## config.mk

```make
export PLATFORM = sky130hd
export DESIGN_NAME = fcl_fp_seq
export DESIGN_NICKNAME = d
export VERILOG_FILES = /design/src/rtl/fcl_fp_pkg.sv /design/src/rtl/fcl_fp_seq.sv
export SDC_FILE = /design/constraint.sdc
export NUM_CORES = 1
export LEC_CHECK = 0
export BUFFER_PORTS_ARGS = -buffer_cell sky130_fd_sc_hd__clkbuf_2
export CELL_PAD_IN_SITES_DETAIL_PLACEMENT = 1
export CELL_PAD_IN_SITES_GLOBAL_PLACEMENT = 2
export CORE_MARGIN = 5
export CORE_UTILIZATION = 25
export CTS_CLUSTER_DIAMETER = 50
export DETAILED_ROUTE_END_ITERATION = 8
export PLACE_DENSITY_LB_ADDON = 0.2
export SETUP_SLACK_MARGIN = 0.02
export SYNTH_ARGS = -nofsm -noshare
export SYNTH_HDL_FRONTEND = slang
export SYNTH_SLANG_ARGS = --single-unit
export TNS_END_PERCENT = 5
```

## constraint.sdc

```tcl
create_clock -name clk -period 3.4 [get_ports clk]
set_input_delay 0.17 -clock clk [delete_from_list [all_inputs] [get_ports clk]]
set_output_delay 0.17 -clock clk [all_outputs]
set_load 0.005 [all_outputs]
```

## src/rtl/fcl_fp_pkg.sv

```systemverilog
// fcl_fp_pkg: shared sequencer state encoding and datapath shift width for the FC layer
package fcl_fp_pkg;

    localparam int SHIFT_W = 5;

    typedef enum logic [2:0] {
        S_IDLE,
        S_CLR,
        S_PRIME,
        S_RUN,
        S_DRAIN,
        S_EMIT,
        S_DONE
    } seq_state_t;

endpackage

```

## src/rtl/fcl_fp_seq.sv

```systemverilog
// fcl_fp_seq: drives fcl_fp through one FC layer, PARALLEL_NUM outputs per group; FCL_SEQ_PERF_EN adds a weight-stall counter
module fcl_fp_seq
    import fcl_fp_pkg::*;
#(
    parameter int DATAWIDTH    = 8,
    parameter int PARALLEL_NUM = 4,
    parameter int MAX_DIM      = 1024,
    parameter int DP_LAT       = 1
) (
    input  logic                              clk,
    input  logic                              rst,
    input  logic                              start,
    input  logic [$clog2(MAX_DIM+1)-1:0]      n_in,
    input  logic [$clog2(MAX_DIM+1)-1:0]      n_out,
    input  logic [SHIFT_W-1:0]                shift_cfg,
    output logic                              done,
    output logic [$clog2(MAX_DIM)-1:0]        act_rd_addr,
    input  logic [DATAWIDTH-1:0]              act_rd_data,
    input  logic                              w_valid,
    output logic                              w_ready,
    input  logic [PARALLEL_NUM*DATAWIDTH-1:0] w_data,
    output logic                              dp_en,
    output logic                              dp_clr,
    output logic [DATAWIDTH-1:0]              dp_input,
    output logic [PARALLEL_NUM*DATAWIDTH-1:0] dp_w,
    output logic [SHIFT_W-1:0]                dp_shift,
    input  logic [PARALLEL_NUM*DATAWIDTH-1:0] dp_out,
    output logic                              res_valid,
    input  logic                              res_ready,
    output logic [PARALLEL_NUM*DATAWIDTH-1:0] res_data,
    output logic [31:0]                       perf_stall_cnt
);

    localparam int NW = $clog2(MAX_DIM + 1);
    localparam int AW = $clog2(MAX_DIM);
    localparam int CW = $clog2(DP_LAT + 1);

    seq_state_t    state;
    logic [NW-1:0] n_in_q, n_out_q, in_cnt;
    logic [NW:0]   out_base;
    logic [CW-1:0] lat_cnt;
    logic          cfg_ok, accept, hs, last_beat, last_grp;

    assign cfg_ok    = n_in != '0 && n_in <= NW'(MAX_DIM) && n_out != '0 && n_out <= NW'(MAX_DIM)
                       && n_out % NW'(PARALLEL_NUM) == '0;
    assign accept    = state == S_IDLE && start && cfg_ok;
    assign hs        = state == S_RUN && w_valid;
    assign last_beat = in_cnt == n_in_q - 1'b1;
    assign last_grp  = out_base + (NW+1)'(PARALLEL_NUM) == {1'b0, n_out_q};

    // The activation RAM answers one cycle late, so the address always points at the next needed beat
    assign act_rd_addr = AW'(in_cnt + NW'(hs));
    assign w_ready     = state == S_RUN;
    assign dp_en       = hs;
    assign dp_input    = hs ? act_rd_data : '0;
    assign dp_w        = hs ? w_data : '0;
    assign res_valid   = state == S_EMIT;
    assign done        = state == S_DONE;

    // Layer sequencing: clear, prime the RAM read, stream n_in beats, wait out datapath latency, hand off result
    always_ff @(posedge clk) begin
        if (rst) begin
            state    <= S_IDLE;
            dp_clr   <= 1'b1;
            n_in_q   <= '0;
            n_out_q  <= '0;
            in_cnt   <= '0;
            out_base <= '0;
            lat_cnt  <= '0;
            res_data <= '0;
            dp_shift <= '0;
        end else begin
            dp_clr <= 1'b0;
            case (state)
                S_IDLE: if (accept) begin
                    state    <= S_CLR;
                    dp_clr   <= 1'b1;
                    n_in_q   <= n_in;
                    n_out_q  <= n_out;
                    dp_shift <= shift_cfg;
                    out_base <= '0;
                end
                S_CLR:   state <= S_PRIME;
                S_PRIME: state <= S_RUN;
                S_RUN: if (hs) begin
                    in_cnt <= last_beat ? '0 : in_cnt + 1'b1;
                    if (last_beat) begin
                        state   <= S_DRAIN;
                        lat_cnt <= CW'(1);
                    end
                end
                S_DRAIN: if (lat_cnt == CW'(DP_LAT)) begin
                    res_data <= dp_out;
                    state    <= S_EMIT;
                end else begin
                    lat_cnt <= lat_cnt + 1'b1;
                end
                S_EMIT: if (res_ready) begin
                    if (last_grp) begin
                        state <= S_DONE;
                    end else begin
                        out_base <= out_base + (NW+1)'(PARALLEL_NUM);
                        state    <= S_CLR;
                        dp_clr   <= 1'b1;
                    end
                end
                S_DONE:  state <= S_IDLE;
                default: state <= S_IDLE;
            endcase
        end
    end

`ifdef FCL_SEQ_PERF_EN
    // Saturating count of RUN cycles lost waiting for weights, restarted with each accepted layer
    always_ff @(posedge clk) begin
        if (rst || accept)
            perf_stall_cnt <= '0;
        else if (state == S_RUN && !w_valid && perf_stall_cnt != '1)
            perf_stall_cnt <= perf_stall_cnt + 1'b1;
    end
`else
    assign perf_stall_cnt = '0;
`endif

endmodule

```

==> impl_results.md <==
- Seq pwr share: 0.470
- Initial antenna violation count: 0
- CP startpoint: out_base[2]
- Reg area: approximately 1700 um2
- Port Buffers: between 150 and 200
- # diodes: 0
- Status: complete, no violations
- CP max stage delay: 0.63 ns
- Final hold vios: 0
- Hold path cells: 3
- Sequential element share of the synthesized area: 0.356
- Setup TNS: 0 ns
- Synth async-reset ratio: 0
- Post_cts resized: 0
- Fmax: about 330 MHz
- Crit-path max FO: 11
- WP data required: around 3.6 ns
- EDFF count, synth: 0
- Worst-Skew Late Latency: about 0.34 ns
- Via Count: between 4000 and 5000
- Initial core utilization: 0.254
- Postcts setup bufs: 0
- Chip height: ~150 um
- Synth-to-Final Area Change: 27.3%
- Max-slew violation count: 0
- Tcrit/Tclk final: 0.888
- Setup violations, final: 0
- Critical Path, Cell by Cell: ha_1, xor2_1, or4_4, a2111oi_4, o2111ai_2, o2111ai_2, mux2i_1, o41ai_1
- CP startpoint kind: register
- Hold path endpoint: res_data[7]
- CTS tree: done
- Clk sinks: 85
- CTS max path bufs: 2
- Worst hold path class: input pin to register
- DRT antenna net count: 0
- Site row count: 50
- Filler cells: roughly 2300
- Worst Clk Skew: between 0.007 and 0.008 ns
- CP endpoint kind: register
- Routability cong.: roughly 0.8
- Worst slew pin tran: a little under 0.8 ns
- Register-to-Register Path Depth: 8
- Most common cell after layout, fill and taps aside: clkbuf_2
- Crit path arrival time: roughly 3.2 ns
- Final HPWL from detailed placement: 13500 um
- Clock power share: 0.452
- Flop2flop setup slack: 0.38 ns
- LEAKAGE: ~2.6 nW
- Total of max-cap violations: 0
- Tot GR Track Use: 0.155
- Ys Warns: 0
- Ratio of cells with drive above 1 in the final layout: 0.292
- Crit path kind: register to register
- Die Width: ~150 um
- Post-Syn Area per Cell: just under 8 um2
- Hold Crit Start: dp_out[7]
- DRC viols: 0
- Vias in the first global route: between 5000 and 6000
- Gr ovfl total: 0
- Launching point of the worst reg2reg path: out_base[2]
- Nets: about 900
- Crit path max-delay family: compound AO/OA/AOI/OAI gates
- Clock slew at reported path FFs: approximately 0.07 ns
- Slew headroom: 0.480
- Switch Pwr: 0.571 mW
- Top_reg_cell synth: dfxtp_1
- Pin count of the biggest net entering global routing: between 60 and 70
- First-pass GRT wire length: roughly 27000 um
- Post-Syn Instances: 616
- Clk root buf: clkbuf_16
- Iter 0 DRT Violations: around 160
- Max VDD drop: around 0.19 mV
- Count of boundary I/O pins: between 200 and 250
- Post-synthesis instance area: around 4800 um2
- Initial DRT Pass Iterations: 4
- Design Area, Final: around 6000 um2
- Drt wl/cell: ~17 um
- Routed WL: around 17000 um
- Sw Share: 0.264
- Yosys reg bits: 85
- Unique cell type count in the Yosys netlist: just over 60
- H-tree depth: 3
- Placed instance area: 5790 um2
- Core area: 18800 um2
- RSZ-0062 raised after global routing: no
- Combinational share of power: 0.077
- CP bufs+invs: 0
- Crit path max-delay cell type: o2111ai_2
- Area of the multi-input gates: between 2000 and 3000 um2
- Most frequent cells in the layout: clkbuf_2, nand2_1, dfxtp_1
- Vias per Instance: about 4.7
- Power Internal: ~1.6 mW
- CTS Buf Count: 9
- Die area: roughly 22000 um2
- Crit-path most repeated cell: o2111ai_2
- Tmin final: roughly 3.0 ns
- RR Endpoint: out_base[6]
- Hold buffers post-CTS: 0
- Pwr dens: 356 nW/um2
==> kinds of logic (layout without fill, tap and decap cells) <==
| kind of cell | after synthesis | after routing | share of synthesized area |
|---|---|---|---|
| and+or+nand+nor | 264 | 264 | 0.273 |
| AOI/OAI and AO/OA | 123 | 123 | 0.160 |
| buffers and inverters | 87 | 229 | 0.0983 |
| DFF | 85 | 85 | 0.356 |
| xor gates and xnor gates | 41 | 41 | 0.0768 |
| muxes | 9 | 9 | 0.0189 |
| adders and majority gates | 6 | 6 | 0.0152 |
| other | 1 | 32 | 0.000786 |
==> registers in the layout (all words and copies together), names as in the netlist <==
register  cells
dp_clr        1
n_in_q       11
in_cnt       11
n_out_q      11
dp_shift      5
out_base     10
lat_cnt       1
state         3
res_data     32
==> worst min-delay path, stage by stage <==
cell and delay (ns):
clkbuf_2 0.08, nand2_1 0.04, a21oi_1 0.05
==> cell usage after synthesis, types with 2 or more instances <==
master     instances  area share
o21bai_1           2      0.0031
o31a_1             2      0.0037
a41oi_1            2      0.0037
o211ai_1           5      0.0079
nor3b_1            3      0.0047
nand3_1           32       0.034
and3_1             4      0.0052
o21ai_1            3      0.0031
nor4_1             5      0.0066
o21ai_0           26       0.027
inv_1             10      0.0079
buf_4             34       0.053
a21o_1             2      0.0031
buf_2              6      0.0063
xnor2_1           21       0.039
or3_1              2      0.0026
nand4_1            7      0.0092
a21boi_0           3      0.0047
ha_1               5       0.013
dfxtp_1           85        0.36
clkbuf_1          35       0.028
o41ai_1            2      0.0037
xor2_1            19       0.035
or4_1              3      0.0047
mux2i_1            9       0.019
o2111ai_2          2      0.0063
a21oi_1           58       0.061
and2_1            42       0.055
nand2b_1           4      0.0052
o31ai_1            2      0.0031
nor2_1            37       0.029
a31oi_1            4      0.0052
nor3_1             8      0.0084
nand3b_1           3      0.0047
nand2_1          100       0.079
nor2b_1            3      0.0039
==> per-stage QoR <==
step / setup slack (ns) / total power, mW / instances / hold slack (ns) / utilization
floorplan: 0.757 / 1.14 / 647 / 0.306 / -
global placement: 0.535 / 1.21 / 1007 / 0.394 / 0.308
detailed placement: 0.404 / 1.21 / 1007 / 0.405 / 0.308
CTS: 0.391 / 2.21 / 1023 / 0.0252 / 0.324
global route: 0.192 / 2.27 / 1023 / 0.0347 / 0.324
finish: 0.379 / 2.16 / 1023 / 0.0399 / 0.324
==> power groups by stage <==
| stage | sequential, mW | combinational [mW] | clock [mW] |
|---|---|---|---|
| 2_1_floorplan | 1.03 | 0.111 | 0 |
| 3_3_place_gp | 1.04 | 0.166 | 0 |
| 3_5_place_dp | 1.04 | 0.168 | 0 |
| 4_1_cts | 1.02 | 0.169 | 1.03 |
| 5_1_grt | 1.02 | 0.189 | 1.06 |
| 6_report | 1.02 | 0.167 | 0.978 |
==> area by class of cell <==
type / instances / area share
Multi-Input combinational cell: 475 / 0.447
Sequential cell: 85 / 0.280
Timing Repair Buffer: 203 / 0.171
Tap cell: 234 / 0.0482
Clock buffer: 9 / 0.0371
Clock inverter: 7 / 0.0105
Inverter: 10 / 0.00618
==> worst max path at each step <==
| stage | cells past startpoint | endpoint | slack [ns] |
|---|---|---|---|
| 2_1_floorplan | 13 | act_rd_addr[8] | 0.76 |
| 3_3_place_gp | 8 | out_base[6] | 0.54 |
| 3_5_place_dp | 8 | out_base[6] | 0.40 |
| 4_1_cts | 8 | out_base[6] | 0.39 |
| 5_1_grt | 8 | out_base[6] | 0.19 |
| 6_report | 8 | out_base[6] | 0.38 |
==> per-layer routing <==
layer / wire length (um) / up-vias / track usage
li1: - / 2363 / -
met1: 6920 / 2243 / 0.181
met2: 8700 / 151 / 0.279
met3: 1220 / 10 / 0.0481
met4: 158 / 0 / 0.0365
met5: 0 / - / 0
Power figures use the tool's default switching activity.
